<file path="config.mk">
export PLATFORM = sky130hd
export DESIGN_NAME = regbank_wb_arbiter
export DESIGN_NICKNAME = d
export VERILOG_FILES = /design/src/rtl/regbank_wb_arbiter.sv
export SDC_FILE = /design/constraint.sdc
export NUM_CORES = 1
export LEC_CHECK = 0
export ABC_CLOCK_PERIOD_IN_PS = 1800
export CORE_MARGIN = 5
export CORE_UTILIZATION = 41
export DETAILED_ROUTE_END_ITERATION = 10
export PLACE_DENSITY = 0.81
export SETUP_SLACK_MARGIN = 0.5
export SLEW_MARGIN = 15
export SYNTH_ARGS = -nofsm -noshare
export SYNTH_HDL_FRONTEND = slang
export SYNTH_SLANG_ARGS = --single-unit
</file>
<file path="constraint.sdc">
create_clock -name clock -period 1.8 [get_ports clock]
set_clock_uncertainty 0.2 [all_clocks]
set_input_delay 0.36 -clock clock [delete_from_list [all_inputs] [get_ports clock]]
set_output_delay 0.36 -clock clock [all_outputs]
set_load 0.01 [all_outputs]
</file>
<file path="src/rtl/regbank_wb_arbiter.sv">
// Write-back arbiter and scoreboard for the 8x16-bit register bank.
// The bank has a single write port. The ALU and memory-load write-back paths
// share it through valid/ready handshakes, and contention alternates between them.
// The winning write is registered onto rb_RegWrite/rb_rd/rb_data, so the bank's
// negedge write always sees stable values.
// A per-register pending bit records destinations that have been issued but not
// yet written back. Decode uses it to stall on read-after-write hazards.
//
//   state      | meaning
//   GRANT_ALU  | ALU won the most recent contention cycle (MEM wins the next one)
//   GRANT_MEM  | MEM won the most recent contention cycle (ALU wins the next one)

module regbank_wb_arbiter #(
    parameter int DATA_W   = 16,
    parameter int ADDR_W   = 3,
    parameter int NUM_REGS = 8
) (
    input  logic                clock,
    input  logic                reset_n,

    input  logic                alu_valid,
    output logic                alu_ready,
    input  logic [ADDR_W-1:0]   alu_rd,
    input  logic [DATA_W-1:0]   alu_data,

    input  logic                mem_valid,
    output logic                mem_ready,
    input  logic [ADDR_W-1:0]   mem_rd,
    input  logic [DATA_W-1:0]   mem_data,

    input  logic                issue_valid,
    input  logic [ADDR_W-1:0]   issue_rd,
    input  logic [ADDR_W-1:0]   rs,
    input  logic [ADDR_W-1:0]   rt,
    output logic                hazard,

    output logic                rb_RegWrite,
    output logic [ADDR_W-1:0]   rb_rd,
    output logic [DATA_W-1:0]   rb_data,
    output logic [NUM_REGS-1:0] pending
);

    typedef enum logic {
        GRANT_ALU = 1'b0,
        GRANT_MEM = 1'b1
    } grant_t;

    grant_t                r_last_grant;
    grant_t                w_last_grant_nxt;

    logic                  w_contention;
    logic                  w_alu_grant;
    logic                  w_mem_grant;
    logic                  w_xfer;
    logic [ADDR_W-1:0]     w_xfer_rd;
    logic [DATA_W-1:0]     w_xfer_data;

    logic                  r_rb_we;
    logic [ADDR_W-1:0]     r_rb_rd;
    logic [DATA_W-1:0]     r_rb_data;

    logic [NUM_REGS-1:0]   r_pending;
    logic [NUM_REGS-1:0]   w_pending_nxt;

    // Arbitration and next fairness state.
    // Grants are suppressed while reset is held, so nothing looks accepted
    // during reset. The grant depends only on the valid bits and the fairness
    // state, never on a requester's data.
    always_comb begin
        w_contention     = 1'b0;
        w_alu_grant      = 1'b0;
        w_mem_grant      = 1'b0;
        w_last_grant_nxt = r_last_grant;
        if (reset_n) begin
            w_contention = alu_valid & mem_valid;
            if (w_contention) begin
                if (r_last_grant == GRANT_ALU) begin
                    w_mem_grant      = 1'b1;
                    w_last_grant_nxt = GRANT_MEM;
                end else begin
                    w_alu_grant      = 1'b1;
                    w_last_grant_nxt = GRANT_ALU;
                end
            end else begin
                w_alu_grant = alu_valid;
                w_mem_grant = mem_valid;
            end
        end
    end

    // Select the winning write. At most one grant is ever active.
    always_comb begin
        w_xfer      = w_alu_grant | w_mem_grant;
        w_xfer_rd   = w_mem_grant ? mem_rd   : alu_rd;
        w_xfer_data = w_mem_grant ? mem_data : alu_data;
    end

    // Fairness state register. Reset leaves ALU as the last winner, so MEM takes
    // the first contention.
    always_ff @(posedge clock or negedge reset_n) begin
        if (!reset_n) begin
            r_last_grant <= GRANT_ALU;
        end else begin
            r_last_grant <= w_last_grant_nxt;
        end
    end

    // Output stage. The write enable is a one-cycle pulse per transfer.
    // Address and data hold between writes.
    always_ff @(posedge clock or negedge reset_n) begin
        if (!reset_n) begin
            r_rb_we   <= 1'b0;
            r_rb_rd   <= '0;
            r_rb_data <= '0;
        end else begin
            r_rb_we <= w_xfer;
            if (w_xfer) begin
                r_rb_rd   <= w_xfer_rd;
                r_rb_data <= w_xfer_data;
            end
        end
    end

    // Scoreboard next state. Clearing happens first, so an issue to the same
    // register in the same cycle re-reserves it.
    always_comb begin
        w_pending_nxt = r_pending;
        if (w_xfer) begin
            w_pending_nxt[w_xfer_rd] = 1'b0;
        end
        if (issue_valid) begin
            w_pending_nxt[issue_rd] = 1'b1;
        end
    end

    // Scoreboard register.
    always_ff @(posedge clock or negedge reset_n) begin
        if (!reset_n) begin
            r_pending <= '0;
        end else begin
            r_pending <= w_pending_nxt;
        end
    end

    // Hazard uses only the registered scoreboard. There is no same-cycle bypass.
    always_comb begin
        hazard = reset_n & (r_pending[rs] | r_pending[rt]);
    end

    // Drive the outputs.
    always_comb begin
        alu_ready   = w_alu_grant;
        mem_ready   = w_mem_grant;
        rb_RegWrite = r_rb_we;
        rb_rd       = r_rb_rd;
        rb_data     = r_rb_data;
        pending     = r_pending;
    end

endmodule

</file>
==> flow_summary.yaml, run 1 <==
drt:
  antenna_left: 0
  via_per_inst: 5.63
  wire_per_inst_um: 19.6
  drtPass1Iterations: 4
  wl_mm: 7.22
  drc_errors: 0
  vias: 2073
  drt_iter0_markers: 173
critical_path:
  cp_data_arrival_time_ns: 1.56
  endpoint_kind: "primary output"
  r2r-start: "r_last_grant$_DFFE_PN0P_"
  cp.required_ns: 1.24
  critical_path.max_fanout: 2
  ff2ff_setup_slack_ns: 0.11
  slowest_stage: "clkdlybuf4s50_1"
  worstPathCellList: "clkdlybuf4s50_1 -> mux4_2 -> mux2i_1 -> a21boi_1 -> buf_2"
  timing.rr.end: "pending[4]$_DFF_PN0_"
  start_kind: "input port"
  critPathMaxStageDelay_ns: 0.52
  worstSetupPathType: "input port to primary output"
  rr_worst_depth: 5
status:
  violations: "setup timing"
  run_status: "finished with violations"
die:
  dieWidth_um: 74.9
  start_util: 0.426
  rows: 23
  die_h_um: 74.9
  die_area_um2: 5620
  ios: 83
  coreArea_um2: 4060
worst_hold_path:
  hp-start: "rb_data[8]$_DFFE_PN0N_"
  hold_depth: 2
  worst_hold_path_type: "flop to flop"
  worstHoldEndpoint: "rb_data[8]$_DFFE_PN0N_"
cells_and_area:
  antenna_cells: 0
  final_cell_mix: "buf_6, clkdlybuf4s50_1, dfrtp_1, buf_4, nand2_1"
  final_common_cell: "buf_6"
  nNetsFinal: 369
  area_growth_pct: 97.6
  fin_util: 0.842
  drive_above_1_share: 0.450
timing:
  setup_viol: 1
  slew_headroom: 0.724
  max_freq_mhz: 473
  rsz0062_at_grt: "yes"
  finalMaxSlewViolations: 0
  totalNegativeSetupSlack_ns: -0.316
  hold_viol: 0
  fin_crit_sh: 1.18
  period_needed_ns: 2.12
  tightest_slew_ns: 0.414
  layout_setup_ws_ns: -0.316
placement:
  io_buffer_count: 82
  dp_slack_ns: -0.866
  hpwl_mm: 4.00
  place.gp.congestion: 0.903
synth:
  synth_cell_types: 41
  synthSimpleGateAreaFrac: 0.149
  synth_adder_area_share: 0
  synthMuxAreaShare: 0.168
  yosys_warnings: 0
  syn_area_um2: 1730
  syn_avg_cell_area_um2: 10.2
  synth.yosys.seq_area_share: 0.420
  synthXorXnorAreaFrac: 0.00507
  syn-num-nets: 222
  synth_compound_area_frac: 0.195
  ys_ff_latch: 29
  netlist_instances: 170
  synth_top_family_by_area: "compound AO/OA/AOI/OAI gates"
pwr:
  power.leakage_nw: 1.59
  power_density_nw_per_um2: 818
  vdd_ir_drop_max_v: 0.000495
  finalPower_mw: 2.80
cts:
  root_buffer: "clkbuf_8"
  insertion_delay_ns: 0.28
  clock_sinks: 29
  clkTransAtPathRegs_ns: 0.07
  cts_tree: "done"
  numCtsBuffers: 5
  cts_buffer_depth: 2
  htree_levels: 2
global_route:
  overflow: 0
  grt_max_degree: 29
  antenna_found_initial: 0
  grt_pass1_wl_mm: 10.1
  grt_pass1_vias: 2052
  grt.total_usage: 0.247
flow_run:
  cap_violations: 0
==> flip-flops by register name, indices dropped and copies added (netlist names) <==
name          cells
rb_data          16
pending           8
rb_rd             3
r_last_grant      1
rb_RegWrite       1
==> critical path, delay by kind of cell <==
family | cells | cell delay, ns
buffers and inverters | 2 | 0.66
muxes | 2 | 0.46
AOI/OAI and AO/OA | 1 | 0.07
==> metal layers <==
metal	wire length [um]	track usage	vias to the layer above
met5	0	0	-
met4	371	0.109	0
met3	648	0.0641	32
met2	3660	0.431	124
met1	2550	0.283	994
li1	-	-	923
==> where the power goes <==
group	internal, mW	switching (mW)
Combinational	0.806	0.572
Sequential	0.770	0.105
Clock	0.266	0.276
==> Yosys cell counts (all sizes together) <==
cell type | instances | area, um^2
o32ai | 1 | 8.76
and3 | 1 | 6.26
dfrtp | 29 | 726
and2 | 2 | 12.5
a22o | 2 | 17.5
clkbuf | 4 | 16.3
or2b | 1 | 7.51
xnor2 | 1 | 8.76
o2111a | 1 | 11.3
nand3b | 1 | 7.51
o211ai | 1 | 7.51
nor2b | 1 | 6.26
a21o | 1 | 7.51
inv | 8 | 30.0
nor3b | 1 | 7.51
mux4 | 4 | 90.1
a21boi | 1 | 7.51
nor4 | 4 | 25.0
o2bb2ai | 1 | 8.76
nand4 | 2 | 12.5
o2111ai | 1 | 8.76
a2111oi | 2 | 55.1
nand3 | 2 | 10.0
a32o | 3 | 30.0
a21oi | 6 | 30.0
o22ai | 1 | 6.26
mux2i | 20 | 200
o21ai | 26 | 130
a211oi | 1 | 7.51
nand2b | 1 | 6.26
buf | 6 | 63.8
nand2 | 28 | 129
nor2 | 5 | 18.8
nor4b | 1 | 8.76
==> layout make-up <==
cell class                      instances  area [um^2]
Clock buffer                            5         68.8
Clock inverter                          3         17.5
Fill cell                             239          641
Inverter                                8         35.0
Multi-Input combinational cell        123         1070
Sequential cell                        29          726
Tap cell                               50         62.6
Timing Repair Buffer                  150         1440
==> timing repair <==
action / CTS / global route
pin swaps: 27 / 13
setup buffers: 20 / 9
cloned: 4 / 0
hold buffers: 2 / 0
setup endpoints to repair: 59 / 86
resized for setup: 206 / 20
hold endpoints to repair: 29 / 0
==> kinds of logic (layout without fill, tap and decap cells) <==
group	Yosys count	in the layout
mux	24	24
compound gates	48	48
simple gates	50	50
buf+inv	18	166
flops	29	29
xor+xnor	1	1
==> how the worst max path moves through the flow <==
stage             end            startpoint  slack (ns)  cells past startpoint
6_report       hazard                 rs[2]       -0.32                      5
4_1_cts        hazard  pending[5]$_DFF_PN0_       -0.30                      4
3_5_place_dp   hazard                 rt[0]       -0.87                      5
2_1_floorplan  hazard  pending[7]$_DFF_PN0_        0.13                      3
5_1_grt        hazard  pending[5]$_DFF_PN0_       -0.36                      4
3_3_place_gp   hazard                 rs[0]       -0.82                      5
==> per-stage QoR <==
step | area, um^2 | instances | hold slack, ns
finish | 3420 | 368 | 0.286
global route | 3420 | 368 | 0.306
CTS | 3250 | 359 | 0.285
detailed placement | 2830 | 325 | 0.157
global placement | 2830 | 325 | 0.162
floorplan | 1790 | 170 | -0.136
(Power assumes the default switching activity.)
==> run 2: changes to the inputs <==
CTS_CLUSTER_SIZE = 20   (was unset)
SKIP_CTS_REPAIR_TIMING = 1   (was unset)
==> run 2 against run 1 <==
  * First-iteration DRC count shrank 28%
  * Critical path type is now flop to primary output
  * The flow finishes with violations (hold timing, setup timing)
  * Wire length fell by 18%
  * Total power fell by 7.2%
  * Design area decreased by 6.3%
  * Final cell count down 5.4%
  * Largest cell class unchanged
  * Clock-buffer cell count did not move
  * Highest routed layer unchanged
  * Critical endpoint unchanged
  * Worst setup slack improved by 0.025 ns
  * Via count is 12% lower
==> flow_summary.yaml, run 2 (same netlist as run 1, synthesis figures left out) <==
critical_path:
  worstSetupPathType: "flop to primary output"
  cp_data_arrival_time_ns: 1.53
  slowest_stage: "mux4_2"
  ff2ff_setup_slack_ns: 0.20
  worstPathCellList: "mux4_2 -> mux2i_1 -> a21boi_1 -> clkbuf_2"
  start_kind: "flop"
  crit_family: "multiplexers"
  endpoint_kind: "primary output"
  crit_start: "pending[5]$_DFF_PN0_"
  r2r-start: "r_last_grant$_DFFE_PN0P_"
  critical_path.max_fanout: 3
  critPathMaxStageDelay_ns: 0.48
  cp.required_ns: 1.24
  cp_num_buf_inv: 1
placement:
  dp_cells: 325
  io_buffer_count: 82
  hpwl_mm: 4.00
  dp_slack_ns: -0.866
  place.gp.congestion: 0.903
cts:
  clkTransAtPathRegs_ns: 0.07
  htree_levels: 2
  numCtsBuffers: 5
  clock_sinks: 29
  cts_tree: "done"
  cts_buffer_depth: 2
  root_buffer: "clkbuf_8"
  insertion_delay_ns: 0.28
drt:
  drc_errors: 0
  vias: 1829
  wire_per_inst_um: 16.9
  drt_iter0_markers: 124
  via_per_inst: 5.26
  antenna_left: 0
  wl_mm: 5.89
  drtPass1Iterations: 4
cells_and_area:
  antenna_cells: 0
  stdcell_count: 348
  area_growth_pct: 85.2
  fin_util: 0.789
  largest_register_ffs: 16
  drive_above_1_share: 0.389
  final_common_cell: "clkdlybuf4s50_1"
  nNetsFinal: 349
  final_cell_mix: "clkdlybuf4s50_1, buf_6, dfrtp_1"
global_route:
  use_met1: 0.231
  overflow: 0
  grt_pass1_wl_mm: 7.92
  grt_max_degree: 29
  grt.total_usage: 0.187
  grt_util_met3: 0.0521
  antenna_found_initial: 0
  grt.met2_usage: 0.323
  grt_pass1_vias: 1719
  grt_busiest_layer: "met2"
die:
  die_area_um2: 5620
  die_h_um: 74.9
  coreArea_um2: 4060
  dieWidth_um: 74.9
  start_util: 0.426
  rows: 23
  ios: 83
timing:
  setup_viol: 1
  fin_crit_sh: 1.16
  timing.hold.ws_ns: -0.00402
  max_freq_mhz: 478
  rsz0062_at_grt: "yes"
  period_needed_ns: 2.09
  finalMaxSlewViolations: 0
  layout_setup_ws_ns: -0.290
  tightest_slew_ns: 0.377
  hold_viol: 11
  slew_headroom: 0.748
pwr:
  power_density_nw_per_um2: 810
  power.leakage_nw: 1.55
  vdd_ir_drop_max_v: 0.000490
worst_hold_path:
  worst_hold_path_type: "input port to async pin"
flow_run:
  cap_violations: 0
status:
  violations: "hold timing, setup timing"
  run_status: "finished with violations"
## run 2: path summary, 6_finish.rpt
kind | endpoint | depth (start not counted)
setup / recovery | hazard | 4
hold / removal | pending[4]$_DFF_PN0_ | 2
setup reg to reg | pending[4]$_DFF_PN0_ | 5
hold reg to reg | rb_data[14]$_DFFE_PN0N_ | 2
max in group asynchronous | r_last_grant$_DFFE_PN0P_ | 3
min in group clock | r_last_grant$_DFFE_PN0P_ | 3
## run 2: layout make-up
type | instances | area [um^2]
Fill cell | 271 | 856
Timing Repair Buffer | 130 | 1270
Clock buffer | 5 | 68.8
Multi-Input combinational cell | 123 | 1020
Sequential cell | 29 | 727
Tap cell | 50 | 62.6
Inverter | 8 | 35.0
Clock inverter | 3 | 17.5
## run 2: report_power, final
group	total (mW)	leakage, nW	switching, mW	internal (mW)
Combinational	1.19	1.16	0.498	0.689
Clock	0.530	0.0439	0.264	0.266
Sequential	0.878	0.346	0.105	0.773
## run 2: through the flow
stage	setup TNS [ns]	total power, mW	instance area, um^2
final	-0.290	2.59	3200
after global routing	-0.351	2.73	3200
after CTS	-2.81	2.39	2910
after detailed placement	-9.32	1.86	2830
after global placement	-8.56	1.83	2830
after floorplan	0	1.29	1790
## run 2: metal layers
metal | share of wire | vias to the layer above
met5 | 0 | -
met1 | 0.39 | 887
met4 | 0.0075 | 0
met2 | 0.54 | 55
met3 | 0.064 | 5
li1 | - | 882
==> run 3: changes to the inputs <==
ABC_AREA = 1   (was unset)
CORE_MARGIN = 1.5   (was 5)
CORE_UTILIZATION = 40   (was 41)
==> run 3 against run 2 <==
  * The flow finishes with violations (setup timing)
  * Design area up 6.5%
  * Sequential power up 5.1%
  * Worst setup slack better by 0.17 ns
  * Synthesized area down 7.2%
  * Synthesized cell count up 33%
  * Non-clock buffer count up 2
  * Critical path depth up 3
  * Largest power group unchanged
==> flow_summary.yaml, run 3 <==
pwr:
  internal_power_mw: 1.84
  power_frac_clock: 0.194
  power.leakage_nw: 1.63
  finalPower_mw: 2.90
  power_density_nw_per_um2: 849
  p_sw_mw: 1.06
  pwr-share-seq: 0.319
  p_comb_frac: 0.487
  swShare: 0.366
  vdd_ir_drop_max_v: 0.000617
cells_and_area:
  fin_area_um2: 3410
  fin_util: 0.911
  fill_cells: 146
  drive_above_1_share: 0.430
  nNetsFinal: 410
  largest_register_ffs: 16
  final_cell_mix: "nand2_1, clkdlybuf4s50_1, dfrtp_1"
  area_growth_pct: 112
  final_common_cell: "nand2_1"
  antenna_cells: 0
timing:
  slew_headroom: 0.772
  finalMaxSlewViolations: 0
  timing.hold.ws_ns: 0.0358
  fin_crit_sh: 1.06
  max_freq_mhz: 522
  period_needed_ns: 1.92
  hold_viol: 0
  layout_setup_ws_ns: -0.117
  setup_viol: 1
  tightest_slew_ns: 0.340
  rsz0062_at_grt: "yes"
critical_path:
  critical_path.max_fanout: 4
  crit_start: "pending[4]$_DFF_PN0_"
  cp_num_buf_inv: 1
  critPathMaxStageDelay_ns: 0.43
  crit_path_frequent_cell: "nand2_1"
  r2r-start: "r_last_grant$_DFFE_PN0P_"
  cp_data_arrival_time_ns: 1.36
  rr_worst_depth: 9
  start_kind: "flop"
  cp_num_cells: 7
  cp.required_ns: 1.24
  crit_family: "flip-flops"
  worstPathCellList: "nand2_1 -> nand3_1 -> nand2_1 -> nand2_1 -> nand2_1 -> a21oi_2 -> buf_2"
  endpoint_kind: "primary output"
  worstSetupPathType: "flop to primary output"
  slowest_stage: "dfrtp_1"
cts:
  cts_tree: "done"
  numCtsBuffers: 5
  root_buffer: "clkbuf_8"
  insertion_delay_ns: 0.29
  clock_sinks: 29
  htree_levels: 2
  cts_buffer_depth: 2
  clkTransAtPathRegs_ns: 0.07
die:
  die_area_um2: 4400
  ios: 83
  die_h_um: 66.4
  dieWidth_um: 66.4
  coreArea_um2: 3740
  start_util: 0.429
  rows: 22
global_route:
  grt.total_usage: 0.225
  grt_pass1_wl_mm: 7.47
  grt_max_degree: 29
  overflow: 0
  antenna_found_initial: 0
  grt_pass1_vias: 1739
synth:
  synth_edf_count: 0
  ys_async_sr_fraction: 1.00
  syn_avg_cell_area_um2: 7.10
  synth_cell_types: 23
  netlist_instances: 226
  netlist_top_cells_count: "nand2_1, dfrtp_1, nor2_1, inv_1, a31oi_1"
  yosysMostFrequentCell: "nand2_1"
  syn-num-nets: 278
  synth_area_leader_cell: "dfrtp_1"
  synth_top_area_frac: 0.452
  ys_ff_latch: 29
  synth_area_leaders: "dfrtp_1, nand2_1, a31oi_1"
  syn_area_um2: 1610
  synth.yosys.seq_area_share: 0.452
  ys.flop_type: "dfrtp_1"
  yosys_warnings: 0
placement:
  placement.cell_area_um2: 2650
  place.gp.congestion: 0.798
  dp_slack_ns: -0.712
  io_buffer_count: 82
  hpwl_mm: 3.40
worst_hold_path:
  worst_hold_path_type: "input port to async pin"
status:
  run_status: "finished with violations"
  violations: "setup timing"
drt:
  wl_mm: 7.22
  drc_errors: 0
  vias: 2243
  via_per_inst: 5.52
  drtPass1Iterations: 4
  drt_iter0_markers: 126
  wire_per_inst_um: 17.8
  antenna_left: 0
flow_run:
  cap_violations: 0
-- run 3: cell types whose count changed in the layout (fill, tap and decap cells not counted), sizes merged, moves of 6 or more --
| cell | previous run | this run |
|---|---|---|
| a31oi | 0 | 16 |
| dlymetal6s2s | 10 | 4 |
| inv | 7 | 20 |
| mux2i | 20 | 0 |
| nand2 | 28 | 98 |
| nand3 | 2 | 12 |
| nand4 | 2 | 8 |
| nor2 | 5 | 24 |
| o21ai | 26 | 3 |
-- run 3: kinds of logic (layout without fill, tap and decap cells) --
group | count (synthesis) | in the layout | share of synthesized area
DFF | 29 | 29 | 0.452
xor gates and xnor gates | 1 | 1 | 0.00546
and+or+nand+nor | 146 | 146 | 0.384
AOI/OAI and AO/OA | 21 | 21 | 0.0803
buffers and inverters | 29 | 161 | 0.0779
-- run 3: power by group through the flow --
stage | Clock [mW] | Sequential [mW] | Combinational [mW]
6_report | 0.562 | 0.923 | 1.41
5_1_grt | 0.587 | 0.932 | 1.50
4_1_cts | 0.544 | 0.882 | 0.985
3_5_place_dp | 0 | 0.892 | 0.978
3_3_place_gp | 0 | 0.891 | 0.964
2_1_floorplan | 0 | 0.945 | 0.339
-- run 3: layout make-up --
class | instances | area, um^2 | area share
Timing Repair Buffer | 132 | 1320 | 0.387
Multi-Input combinational cell | 168 | 1120 | 0.328
Sequential cell | 29 | 726 | 0.213
Inverter | 22 | 97.6 | 0.0286
Clock buffer | 7 | 86.3 | 0.0253
Tap cell | 48 | 60.1 | 0.0176
-- run 3: metal layers --
layer / track usage / vias up / part of all wire / wire length, um
met5: 0 / - / 0 / 0
met4: 0.0969 / 0 / 0.050 / 364
met3: 0.0920 / 38 / 0.068 / 494
met2: 0.376 / 126 / 0.52 / 3740
met1: 0.249 / 1084 / 0.36 / 2630
li1: - / 995 / - / -
-- run 3: tightest hold or removal path, cell delays in order --
cell	delay, ns
buf_2	0.13
buf_6	0.12
buf_12	0.09
buf_4	0.17
-- run 3: final timing paths --
check	end	slack, ns
worst max-delay path	hazard	-0.12
worst min-delay path	rb_rd[1]$_DFFE_PN0N_	0.04
worst max register to register	pending[4]$_DFF_PN0_	0.17
worst min register to register	rb_rd[1]$_DFFE_PN0N_	0.32
max in group asynchronous	rb_data[7]$_DFFE_PN0N_	0.72
min in group clock	r_last_grant$_DFFE_PN0P_	0.26
-- run 3: metrics by stage --
stage          std cells  TNS [ns]
2_1_floorplan        226         0
3_3_place_gp         371    -10.14
3_5_place_dp         371    -10.19
4_1_cts              378     -3.02
5_1_grt              406    -0.149
6_report             406    -0.117
